[config.mk]
export PLATFORM = sky130hd
export DESIGN_NAME = beep_sequencer
export DESIGN_NICKNAME = d
export VERILOG_FILES = /design/src/rtl/beep_pkg.sv /design/src/rtl/tick_gen.sv /design/src/rtl/beep_sequencer.sv
export SDC_FILE = /design/constraint.sdc
export NUM_CORES = 1
export LEC_CHECK = 0
export ABC_AREA = 1
export CORE_MARGIN = 5
export CORE_UTILIZATION = 30
export CTS_CLUSTER_SIZE = 10
export DETAILED_ROUTE_END_ITERATION = 7
export PLACE_DENSITY = 0.56
export SYNTH_ARGS = -nofsm -noshare
export SYNTH_HDL_FRONTEND = slang
export SYNTH_SLANG_ARGS = --single-unit
[constraint.sdc]
create_clock -name clk -period 2.2 [get_ports clk]
set_clock_uncertainty 0.05 [all_clocks]
set_input_delay 0.22 -clock clk [delete_from_list [all_inputs] [get_ports clk]]
set_output_delay 0.22 -clock clk [all_outputs]
set_load 0.01 [all_outputs]
[src/rtl/beep_pkg.sv]
// Shared constants for the beep sequencer: state encoding, pattern table, counter widths.
// Latency: n/a (package only).
// Backpressure: n/a (package only).
package beep_pkg;

  // Sequencer states
  localparam logic [1:0] IDLE = 2'd0;
  localparam logic [1:0] BEEP = 2'd1;
  localparam logic [1:0] GAP  = 2'd2;

  // Tick counter holds up to 500 ticks; beep counter holds up to 3 beeps.
  localparam int TICK_W = 9;
  localparam int BEEP_W = 2;

  // Pattern table, indexed by pattern number (element [0] is the rightmost entry).
  //                                         pat3    pat2    pat1    pat0
  localparam logic [3:0][TICK_W-1:0] ON_T  = {9'd100, 9'd500, 9'd100, 9'd100};
  localparam logic [3:0][TICK_W-1:0] OFF_T = {9'd100, 9'd0,   9'd100, 9'd0};
  localparam logic [3:0][BEEP_W-1:0] COUNT = {2'd3,   2'd1,   2'd2,   2'd1};

endpackage

[src/rtl/tick_gen.sv]
// Prescaler: one-cycle tick every DIV cycles; clr restarts the count so the next tick is DIV cycles away.
// Latency: tick is a decode of the registered count (high in the DIV-th cycle after clr).
// Backpressure: none; free-running.
// Ports: clk, rst_n (async active-low), clr (synchronous restart), tick (output pulse).
module tick_gen #(
  parameter int DIV = 1000
) (
  input  logic clk,
  input  logic rst_n,
  input  logic clr,
  output logic tick
);

  localparam int CW = (DIV > 1) ? $clog2(DIV) : 1;

  logic [CW-1:0] cnt;

  assign tick = (cnt == CW'(DIV - 1));

  always_ff @(posedge clk or negedge rst_n) begin
    if (!rst_n) begin
      cnt <= '0;
    end else if (clr || tick) begin
      cnt <= '0;
    end else begin
      cnt <= cnt + CW'(1);
    end
  end

endmodule

[src/rtl/beep_sequencer.sv]
// Plays one of four beep patterns (ON/OFF/COUNT in ticks) on a registered buzzer enable.
// Latency: buzzer_en/busy rise one cycle after start is accepted; done marks the last pattern cycle.
// Backpressure: start is ignored while busy; cancel aborts at once and wins over start.
// Ports: clk, rst_n (async active-low), start + pattern[1:0] (request), cancel (abort),
//        buzzer_en (registered buzzer enable), busy (pattern in progress), done (completion pulse).
module beep_sequencer
  import beep_pkg::*;
#(
  parameter int CLK_FREQ_HZ = 1000000,
  parameter int TICK_HZ     = 1000
) (
  input  logic       clk,
  input  logic       rst_n,
  input  logic       start,
  input  logic [1:0] pattern,
  input  logic       cancel,
  output logic       buzzer_en,
  output logic       busy,
  output logic       done
);

  localparam int DIV = CLK_FREQ_HZ / TICK_HZ;

  logic [1:0]        state;
  logic [1:0]        pat;
  logic [TICK_W-1:0] tick_cnt;
  logic [TICK_W-1:0] phase_len;
  logic [BEEP_W-1:0] remain;
  logic              tick;
  logic              accept;
  logic              phase_end;
  logic              last_beep;

  // Accepting only from IDLE is what makes a retrigger while busy a no-op.
  assign accept    = start && !cancel && (state == IDLE);
  assign phase_len = (state == GAP) ? OFF_T[pat] : ON_T[pat];
  // phase_end lands on the edge that closes exactly phase_len*DIV cycles of the phase.
  assign phase_end = tick && (tick_cnt == phase_len - TICK_W'(1));
  assign last_beep = (remain == BEEP_W'(1));
  // done is the final cycle of the last beep, so busy still covers it; the pattern
  // drops busy on the same edge as buzzer_en. A cancel in that cycle suppresses it.
  assign done      = (state == BEEP) && phase_end && last_beep && !cancel;

  tick_gen #(
    .DIV (DIV)
  ) u_tick_gen (
    .clk   (clk),
    .rst_n (rst_n),
    .clr   (accept),
    .tick  (tick)
  );

  always_ff @(posedge clk or negedge rst_n) begin
    if (!rst_n) begin
      state     <= IDLE;
      pat       <= 2'd0;
      tick_cnt  <= '0;
      remain    <= '0;
      buzzer_en <= 1'b0;
      busy      <= 1'b0;
    end else if (cancel) begin
      state     <= IDLE;
      tick_cnt  <= '0;
      remain    <= '0;
      buzzer_en <= 1'b0;
      busy      <= 1'b0;
    end else begin
      case (state)
        IDLE: begin
          if (start) begin
            pat       <= pattern;
            state     <= BEEP;
            tick_cnt  <= '0;
            remain    <= COUNT[pattern];
            buzzer_en <= 1'b1;
            busy      <= 1'b1;
          end
        end
        BEEP: begin
          if (phase_end) begin
            tick_cnt  <= '0;
            buzzer_en <= 1'b0;
            remain    <= remain - BEEP_W'(1);
            if (last_beep) begin
              state <= IDLE;
              busy  <= 1'b0;
            end else begin
              state <= GAP;
            end
          end else if (tick) begin
            tick_cnt <= tick_cnt + TICK_W'(1);
          end
        end
        GAP: begin
          if (phase_end) begin
            tick_cnt  <= '0;
            buzzer_en <= 1'b1;
            state     <= BEEP;
          end else if (tick) begin
            tick_cnt <= tick_cnt + TICK_W'(1);
          end
        end
        default: begin
          state     <= IDLE;
          buzzer_en <= 1'b0;
          busy      <= 1'b0;
        end
      endcase
    end
  end

endmodule

==> results of run 1 <==
## layout by cell type, fill, tap and decap left out, drive strengths merged, types with 2 or more instances in the layout
master         instances
buf                    8
clkdlybuf4s50          7
clkinv                 2
a21oi                  9
dfrtp                 26
inv                   31
o21a                   2
nand2                 65
nand4                  6
nor3                   4
o21ai                  9
ha                     7
clkbuf                 3
nor2                  30
nand3                 20
## final cells by class
type	instances	area, µm²
clock buffer	3	41.3
fill	579	3500
inverter	33	126
multi-input combinational	160	856
sequential	26	651
tap	72	90.1
timing repair buffer	16	139
## synth_stat cells (all sizes together)
master  instances  area (µm²)
inv            31         116
xnor2           1        8.76
dfrtp          26         651
ha              7        87.6
nand2          65         264
mux2            1        11.3
o21a            2        15.0
xor2            1        8.76
nor3            4        20.0
and2            1        6.26
o211ai          1        12.5
a21oi           9        48.8
buf             2        12.5
clkinv          2        10.0
nor2           30         133
o21ai           9        56.3
nor3b           1        7.51
nand4           6        37.5
nor4            1        6.26
nand3          20         123
a211oi          1        7.51
## metrics by stage
| step | total power (W) | util | instances | hold slack (ns) |
|---|---|---|---|---|
| 2_1_floorplan | 0.00122 | - | 221 | -0.126 |
| 3_3_place_gp | 0.00144 | 0.344 | 307 | 0.401 |
| 3_5_place_dp | 0.00146 | 0.344 | 307 | 0.410 |
| 4_1_cts | 0.00174 | 0.352 | 310 | 0.264 |
| 5_1_grt | 0.00188 | 0.352 | 310 | 0.289 |
| 6_report | 0.00171 | 0.352 | 310 | 0.261 |
## metal layers
metal  vias to the layer above  track usage
li1                        739            -
met1                       605        0.138
met2                        13        0.176
met3                         0       0.0247
met4                         0       0.0132
met5                         -            0
## critical path: cells and delay by family (launching register included)
kind	cells	cell delay, ns
AND/OR/NAND/NOR	6	0.49
flip-flops	1	0.39
buffers and inverters	2	0.37
adder cells (fa/ha/maj)	1	0.24
## sequential cells by signal (all words and copies together) (netlist names)
register and count:
tick_cnt 9, state 1, u_tick_gen.cnt 10, remain 2
busy 1, buzzer_en 1, pat 2
## logic make-up after synthesis
| kind of cell | Yosys count | synth area share |
|---|---|---|
| AOI/OAI and AO/OA | 22 | 0.0853 |
| xor gates and xnor gates | 2 | 0.0107 |
| adders and majority gates | 7 | 0.0533 |
| buffers and inverters | 35 | 0.0845 |
| DFF | 26 | 0.396 |
| muxes | 1 | 0.00685 |
| and+or+nand+nor | 128 | 0.363 |
## how the worst max path moves through the flow
stage / from / to
floorplan: buzzer_en / done
detailed placement: buzzer_en / done
global placement: buzzer_en / done
finish: buzzer_en / done
global route: buzzer_en / done
CTS: buzzer_en / done
## report_power, final
part	total [W]	switching [W]	leakage, nW	internal [W]
clock	0.000270	0.000148	0.0216	0.000123
sequential	0.000673	0.0000849	0.345	0.000588
combinational	0.000765	0.000469	0.538	0.000296
==> metrics.md, run 1 <==
| Metric | Value |
|---|---|
| Number of global-route vias before repair | `between 1000 and 1500` |
| CP Launch Type | `flop` |
| CTS tree | `yes` |
| Transition time at the pin with the least slew margin | `0.424 ns` |
| GRT overflow | `0` |
| Post-DP Area | `~0.0019 mm²` |
| Top sig layer | `met3` |
| # hold bufs at CTS | `0` |
| Worst min-delay path category | `in2async` |
| # port buffers | `8` |
| Final Setup Violations | `0` |
| TritonCTS Sinks | `26` |
| Reg2Reg Setup Slack | `between 0.3 and 0.4 ns` |
| WL met3 | `83 µm` |
| Final Cycle Share | `0.920` |
| Crit-path cells | `inv_1 > ha_2 > nand2_1 > nand2_1 > nand2_1 > nor2_1 > nand3_2 > nor3_1 > dlygate4sd2_1` |
| Lkg Pwr | `approximately 0.90 nW` |
| Number of remaining DRC errors | `0` |
| Syn-to-layout area delta | `15.8%` |
| Largest net degree at the start of global routing | `27` |
| Status | `finished clean` |
| Nets | `~250` |
| Detailed placer's ending HPWL | `between 2 and 3 mm` |
| Peak supply drop | `around 0.0005 V` |
| Max frequency | `a little under 500 MHz` |
| Slowest Stage Delay on Critical Path | `just under 0.4 ns` |
| Mapped Area | `0.00164 mm²` |
| Max-Cap Viols | `0` |
| Die width | `around 84 µm` |
| Synth Area per Inst | `~7.4 µm²` |
| Antenna diodes | `0` |
| Setup TNS | `0 ns` |
| Mapped Cells | `around 220` |
| Design area | `around 0.0019 mm²` |
| Slew Limit Fails | `0` |
| Row Count | `27` |
| Worst-case clock buffer depth | `2` |
| Required time of the worst setup path | `1.93 ns` |
| Initial antenna violation count | `0` |
| WL met2 | `around 1.5 mm` |
| Drt first pass iters | `4` |
| Antenna viol nets, final | `0` |
| H-tree levels | `1` |
| Flop and latch count out of synthesis | `26` |
| 1st-iter DRT viols | `96` |
| Global-route wire length before repair | `roughly 6.2 mm` |
| CP Capture Type | `output pin` |
| Layout cells sized above 1 | `0.139` |
| Vias/cell | `between 4 and 5` |
| Die Y | `about 84 µm` |
| Critical path's slowest cell | `dfrtp_1` |
| Top Ports | `9` |
| Root Buffer | `clkbuf_8` |
| Post-CTS Setup Bufs | `0` |
| Final Routed Wirelength | `~3.3 mm` |
| M1 wire length | `about 1.7 mm` |
| Crit path kind | `reg2out` |
| Setup WS pre-CTS | `approximately 0.12 ns` |
| Sequential share of the synthesized area | `0.396` |
| Worst R2R End | `tick_cnt[2]` |
| Crit path DAT | `around 1.8 ns` |
| Min Tclk post-route | `2.02 ns` |
| Max FO, Critical Path | `6` |
| RSZ-0062 raised after global routing | `no` |
| Initial Util | `0.304` |
| RD Place Congestion | `0.890` |
| Core footprint | `approximately 0.0054 mm²` |
| Worst skew pair latency | `approximately 0.27 ns` |
| Relative slew slack | `0.717` |
| Setup WS post-layout | `0.177 ns` |
| Synth Warn # | `0` |
| Die area | `between 0.007 and 0.008 mm²` |
| GRT Util Overall | `0.104` |
| Wirelength per Cell | `roughly 11 µm` |
| Routed vias | `between 1000 and 1500` |
| Total CTS buffers | `3` |
| Syn Nets | `~230` |
| Reg2reg path depth | `10` |
| Reg2reg start | `state[1]` |
| Worst-path clk slew | `around 0.1 ns` |
| Final Hold Fails | `0` |
| Resize count post-CTS | `2` |
| Distinct cells, synth | `32` |
| Most used cell, CP | `nand2_1` |
| P per Cell Area | `between 800 and 900 mW/mm²` |
No activity file was read; power rests on OpenSTA's default activity.
==> run 2: changes to the inputs <==
--- a/config.mk
+++ b/config.mk
@@ -13,4 +13,5 @@
 export PLACE_DENSITY = 0.56
 export SYNTH_ARGS = -nofsm -noshare
 export SYNTH_HDL_FRONTEND = slang
+export SYNTH_HIERARCHICAL = 1
 export SYNTH_SLANG_ARGS = --single-unit
==> run 2 against run 1 <==
Worst hold slack better by 0.0012 ns. Clock power is 19% higher. Combinational power is 20% higher. Sequential share of layout area is 1.9 points lower. Final cell count is 2.6% higher. Global-route usage is 1.3 points higher. Routed wire length is 1.9% lower. Flip-flop and latch count stayed put. Synthesized cell count is 3.6% lower. Non-clock buffer count is 16 higher.
==> metrics.md, run 2 <==
| Metric | Value |
|---|---|
| Final Hold Fails | `0` |
| CP Launch Type | `flop` |
| Number of global-route vias before repair | `~1400` |
| Routed vias | `between 1000 and 1500` |
| Global-route wire length before repair | `roughly 6.2 mm` |
| Crit path DAT | `around 1.9 ns` |
| Critical Path Source | `u_tick_gen/cnt[0]` |
| Vias/cell | `between 4 and 5` |
| Min Tclk post-route | `around 2.1 ns` |
| Ranking of synthesized cells by area | `dfrtp_1 41%, nand2_1 14%, nor2_1 6.4%` |
| 1st-iter DRT viols | `32` |
| Max-Cap Viols | `0` |
| Post-synth EDFFs | `0` |
| Status | `finished clean` |
| Relative slew slack | `0.769` |
| Final Routed Wirelength | `approximately 3.3 mm` |
| Worst-case clock buffer depth | `2` |
| Antenna diodes | `0` |
| Largest register by flop count | `u_tick_gen/cnt` |
| Required time of the worst setup path | `approximately 1.9 ns` |
| Critical path's slowest cell | `dfrtp_1` |
| # port buffers | `8` |
| Sequential share of the synthesized area | `0.412` |
| Layout cells sized above 1 | `0.210` |
| Largest registers | `u_tick_gen/cnt x10, tick_cnt x9` |
| Root Buffer | `clkbuf_8` |
| Final Cycle Share | `0.973` |
| Number of remaining DRC errors | `0` |
| H-tree levels | `1` |
| Reg2reg start | `u_tick_gen/cnt[0]` |
| GRT overflow | `0` |
| Initial Util | `0.309` |
| Slew Limit Fails | `0` |
| Crit path kind | `reg2out` |
| Worst-path clk slew | `roughly 0.090 ns` |
| Peak supply drop | `approximately 0.00061 V` |
| Fin util | `0.394` |
| Most frequent cells after synthesis | `60 x nand2_1, 27 x nor2_1, 26 x dfrtp_1, 26 x inv_1, 15 x nand3_1` |
| CP Capture Type | `output pin` |
| TritonCTS Sinks | `26` |
| Commonest non-fill, non-tap cells in the layout | `58 x nand2_1, 27 x nor2_1, 26 x inv_1, 26 x dfrtp_1, 24 x buf_4` |
| Asr flop ratio synth | `1.00` |
| Initial antenna violation count | `0` |
| Setup WS pre-CTS | `-0.183 ns` |
| Total CTS buffers | `3` |
| Mapped Area | `about 0.0016 mm²` |
| Nets | `between 200 and 300` |
| Setup WS post-layout | `between 0.05 and 0.06 ns` |
| Most common cell in the netlist | `nand2_1` |
| Top cell type's share of synthesized area | `0.412` |
| Crit-path cells | `ha_2 > nand2_2 > inv_2 > nand2_2 > nor3_4 > nand4_1 > a21oi_2 > nand3_2 > nor3b_2 > buf_2` |
| Die Y | `82.6 µm` |
| Fill cells | `~560` |
| Row Count | `26` |
| Transition time at the pin with the least slew margin | `roughly 0.35 ns` |
| Flop and latch count out of synthesis | `26` |
| Antenna viol nets, final | `0` |
| Drt first pass iters | `4` |
| Distinct cells, synth | `24` |
| Final Setup Violations | `0` |
| Detailed placer's ending HPWL | `2.46 mm` |
| Wirelength per Cell | `10.3 µm` |
| Syn Nets | `roughly 230` |
| Largest area contributor in the netlist | `dfrtp_1` |
| P per Cell Area | `between 900 and 1000 mW/mm²` |
| Top Ports | `9` |
| Synth Area per Inst | `around 7.4 µm²` |
| Slowest Stage Delay on Critical Path | `~0.37 ns` |
| Syn-to-layout area delta | `27.5%` |
| GRT Util Overall | `0.117` |
| Die width | `slightly above 80 µm` |
| # hold bufs at CTS | `0` |
| Number of flip-flops under the largest register name | `10` |
| Max FO, Critical Path | `2` |
| Lkg Pwr | `around 1 nW` |
| Max frequency | `between 400 and 500 MHz` |
| Synth Warn # | `6` |
| Most used cell, CP | `nand2_2` |
| Worst min-delay path category | `in2async` |
| RD Place Congestion | `0.791` |
| RSZ-0062 raised after global routing | `yes` |
| Core footprint | `0.00511 mm²` |
| Mapped Cells | `between 200 and 250` |
| Largest net degree at the start of global routing | `27` |
| CTS tree | `yes` |
| Die area | `around 0.0068 mm²` |
| Commonest non-fill, non-tap cell in the layout | `nand2_1` |
| Ys flop type | `dfrtp_1` |
| Worst skew pair latency | `0.28 ns` |
## run 2: cell count changes in the layout (fill, tap and decap cells not counted), sizes merged, moves of 2 or more
cell,before,now
inv,31,28
buf,8,25
o21ai,9,6
nand2,65,63
nor2,30,33
o21a,2,0
nand3,20,16
nand3b,0,2
xor2,1,6
clkinv,2,0
nand4,6,8
## run 2: layout make-up
type	instances	area, µm²	area share
inverters	28	105	0.0522
clock buffers	4	55.1	0.0273
repair buffers	32	255	0.127
flip-flops and latches	26	651	0.323
multi-input cells	158	861	0.427
well taps	70	87.6	0.0435
## run 2: cell families (layout without fill, tap and decap cells)
family,count (synthesis),in the layout,synth area share
xor+xnor,7,7,0.0388
buf+inv,29,64,0.0736
compound gates,17,17,0.0570
fa+ha+maj,6,6,0.0475
flops,26,26,0.412
simple gates,128,128,0.371
## run 2: critical path: cells and delay by family (launching register included)
family,cells,cell delay (ns)
AOI/OAI and AO/OA,1,0.16
adders and majority gates,1,0.19
DFF,1,0.37
and+or+nand+nor,6,0.66
buffers and inverters,2,0.20
## run 2: routing by layer
metal	GRT usage	part of all wire	vias up	routed length, µm
met5	0	0	-	0
met4	0.0392	0.013	0	44
met3	0.0174	0.016	5	51
met2	0.187	0.48	10	1580
met1	0.162	0.49	642	1600
li1	-	-	746	-
## run 2: final timing paths
check                                         end  slack (ns)  cells past startpoint
worst min register to register          remain[1]        0.43                      2
worst max-delay path                         done        0.06                     10
worst max register to register           state[1]        0.15                     14
min in group clk                        remain[1]        0.43                      2
max in group asynchronous                    busy        1.58                      2
worst min-delay path            u_tick_gen/cnt[7]        0.26                      2
## run 2: where the power goes
part / total [W] / internal, W / switching (W)
clock network: 0.000320 / 0.000160 / 0.000160
registers: 0.000659 / 0.000592 / 0.0000666
logic: 0.000920 / 0.000400 / 0.000520
## run 2: repair_timing
| item | CTS | global route |
|---|---|---|
| setup endpoints to repair | 1 | 12 |
| gates resized for setup | 13 | 2 |
| buffers inserted | 2 | 2 |
| pin swaps | 6 | 7 |
## run 2: metrics by stage
step	total power [W]	instances	hold slack, ns	TNS, ns	instance area, µm²
floorplan	0.00124	213	-0.126	0	1580
global placement	0.00153	310	0.409	-0.148	1890
detailed placement	0.00153	310	0.415	-0.183	1890
CTS	0.00189	316	0.278	-0.0215	1990
global route	0.00209	318	0.302	-0.0946	2010
finish	0.00190	318	0.263	0	2010
==> run 3: changes to the inputs <==
--- a/config.mk
+++ b/config.mk
@@ -10,8 +10,10 @@
 export CORE_UTILIZATION = 30
 export CTS_CLUSTER_SIZE = 10
 export DETAILED_ROUTE_END_ITERATION = 7
-export PLACE_DENSITY = 0.56
+export DONT_BUFFER_PORTS = 1
+export PLACE_DENSITY = 0.54
 export SYNTH_ARGS = -nofsm -noshare
 export SYNTH_HDL_FRONTEND = slang
 export SYNTH_HIERARCHICAL = 1
 export SYNTH_SLANG_ARGS = --single-unit
+export TNS_END_PERCENT = 20
==> run 3 against run 2 <==
Combinational power is 9.3% lower. Largest power group unchanged. Sequential power grew 2%. Worst hold slack got worse by 0.24 ns. Via count down 3.2%. Cell area down 6.1%. Setup slack worse by 0.0086 ns. Count of clock-buffer cells in the layout decreased by 1. Flip-flop and latch count is the same. Register-to-register slack worse by 0.05 ns. Core utilization shrank 2.4 points. Largest cell class unchanged. First-iteration DRC count rose by 97%. Routed wire length is 1.5% higher.
==> metrics.md, run 3 (synthesis gave the netlist of run 2 again) <==
| Metric | Value |
|---|---|
| Most used cell, CP | `nand2_2` |
| CTS tree | `yes` |
| Drt first pass iters | `4` |
| Fill cells | `between 500 and 600` |
| Worst-case clock buffer depth | `2` |
| Layout cells sized above 1 | `0.185` |
| Final Setup Violations | `0` |
| Max frequency | `roughly 470 MHz` |
| Die area | `between 0.006 and 0.007 mm²` |
| Largest register by flop count | `u_tick_gen/cnt` |
| Crit-path cells | `ha_2 > nand2_2 > inv_2 > nand2_2 > nor3_4 > nand4_1 > a21oi_2 > nand3_2 > nor3b_2 > buf_4` |
| Worst-path clk slew | `approximately 0.090 ns` |
| RSZ-0062 raised after global routing | `yes` |
| Worst R2R End | `tick_cnt[4]` |
| Worst hold endpoint | `pat[0]` |
| Placed insts | `roughly 290` |
| Vias/cell | `approximately 4.5` |
| Syn-to-layout area delta | `19.6%` |
| Number of global-route vias before repair | `~1300` |
| P per Cell Area | `between 900 and 1000 mW/mm²` |
| Final cell count without fillers | `303` |
| Routed vias | `~1400` |
| Row Count | `26` |
| Initial Util | `0.309` |
| Final Routed Wirelength | `between 3 and 4 mm` |
| Antenna diodes | `0` |
| Total power | `~0.0018 W` |
| Detailed placer's ending HPWL | `roughly 2.4 mm` |
| Reg2Reg Setup Slack | `around 0.10 ns` |
| Max FO, Critical Path | `2` |
| # port buffers | `0` |
| Core footprint | `between 0.005 and 0.006 mm²` |
| Antenna viol nets, final | `0` |
| Slowest Stage Delay on Critical Path | `about 0.37 ns` |
| Largest registers | `u_tick_gen/cnt x10, tick_cnt x9` |
| Initial antenna violation count | `0` |
| Transition time at the pin with the least slew margin | `about 0.31 ns` |
| Commonest non-fill, non-tap cells in the layout | `58 x nand2_1, 27 x nor2_1, 25 x inv_1, 25 x dfrtp_1, 15 x buf_4` |
| 1st-iter DRT viols | `between 60 and 70` |
| CP Capture Type | `output pin` |
| Nets | `roughly 250` |
| RD Place Congestion | `about 0.78` |
| Max-Cap Viols | `0` |
| Crit path DAT | `between 1.5 and 2 ns` |
| Final Hold Fails | `0` |
| Required time of the worst setup path | `between 1.5 and 2 ns` |
| TritonCTS Sinks | `26` |
| Reg2reg start | `u_tick_gen/cnt[1]` |
| Critical path's slowest cell | `dfrtp_1` |
| Number of remaining DRC errors | `0` |
| Peak supply drop | `0.000491 V` |
| Lkg Pwr | `0.912 nW` |
| Root Buffer | `clkbuf_8` |
| Status | `finished clean` |
| GRT overflow | `0` |
| Largest net degree at the start of global routing | `27` |
| GRT Util Overall | `0.110` |
| Number of flip-flops under the largest register name | `10` |
| Die width | `between 80 and 90 µm` |
| Global-route wire length before repair | `5.89 mm` |
| Crit path kind | `reg2out` |
| Reg2reg path depth | `14` |
| Worst min-delay path category | `in2reg` |
| Die Y | `roughly 83 µm` |
| Final Cycle Share | `0.977` |
| Slew Limit Fails | `0` |
| Min Tclk post-route | `2.15 ns` |
| Total CTS buffers | `3` |
| Top Ports | `9` |
| Relative slew slack | `0.790` |
| Wirelength per Cell | `11.0 µm` |
| Min-Delay Path Depth | `2` |
| Commonest non-fill, non-tap cell in the layout | `nand2_1` |
| H-tree levels | `1` |
| Fin util | `0.370` |
| CP Launch Type | `flop` |
| Worst skew pair latency | `0.27 ns` |
| Hold Crit Start | `pattern[0]` |
## run 3: changes by cell type in the layout (fill, tap and decap cells not counted), moves of 2 or more
cell	change
nand3_2	-2
nand3_1	+2
buf_4	-9
clkdlybuf4s50_1	-7
## run 3: layout make-up
class | instances | area [µm²] | area share
clock buffers | 3 | 41.3 | 0.0218
flip-flops and latches | 26 | 652 | 0.345
well taps | 70 | 87.6 | 0.0463
repair buffers | 18 | 154 | 0.0814
inverters | 28 | 105 | 0.0556
multi-input cells | 158 | 851 | 0.450
## run 3: metrics by stage
step           hold slack, ns  instance area [µm²]  setup WS (ns)  TNS [ns]
2_1_floorplan          -0.126                 1580          0.317         0
3_3_place_gp           -0.124                 1690          0.184         0
3_5_place_dp           -0.124                 1690          0.109         0
4_1_cts                0.0159                 1850        0.00747         0
5_1_grt                0.0274                 1890        -0.0977    -0.155
6_report               0.0273                 1890         0.0513         0
## run 3: timing repair
| action | in CTS | in global routing |
|---|---|---|
| setup endpoints to repair | 1 | 15 |
| endpoints found under the hold margin | 26 | 0 |
| resized for setup | 5 | 7 |
| pin swaps | 2 | 6 |
| buffers inserted | 8 | 3 |
| hold buffers | 2 | 0 |
## run 3: routing by layer
layer | vias to the layer above | track usage | wire length (µm)
met2 | 10 | 0.188 | 1590
met5 | - | 0 | 0
met1 | 623 | 0.142 | 1600
li1 | 720 | - | -
met3 | 5 | 0.0293 | 106
met4 | 0 | 0.0147 | 21
## run 3: where the power goes
group | internal, W | leakage [nW] | switching [W]
clock network | 0.000123 | 0.0216 | 0.000143
registers | 0.000593 | 0.345 | 0.0000797
logic | 0.000335 | 0.545 | 0.000499
## run 3: how the worst max path moves through the flow
stage,slack [ns],startpoint,cells past startpoint,endpoint
finish,0.05,u_tick_gen/cnt[1],10,done
global placement,0.18,u_tick_gen/cnt[0],10,done
detailed placement,0.11,u_tick_gen/cnt[0],10,done
global route,-0.1,u_tick_gen/cnt[9],9,done
floorplan,0.32,u_tick_gen/cnt[0],9,done
CTS,0.007,u_tick_gen/cnt[0],10,done
## run 3: worst max-delay path: cells and delay by family (launching register included)
| family | cells | cell delay (ns) |
|---|---|---|
| flip-flops | 1 | 0.37 |
| buffers and inverters | 2 | 0.20 |
| AO/OA/AOI/OAI | 1 | 0.14 |
| AND/OR/NAND/NOR | 6 | 0.70 |
| adder cells (fa/ha/maj) | 1 | 0.20 |
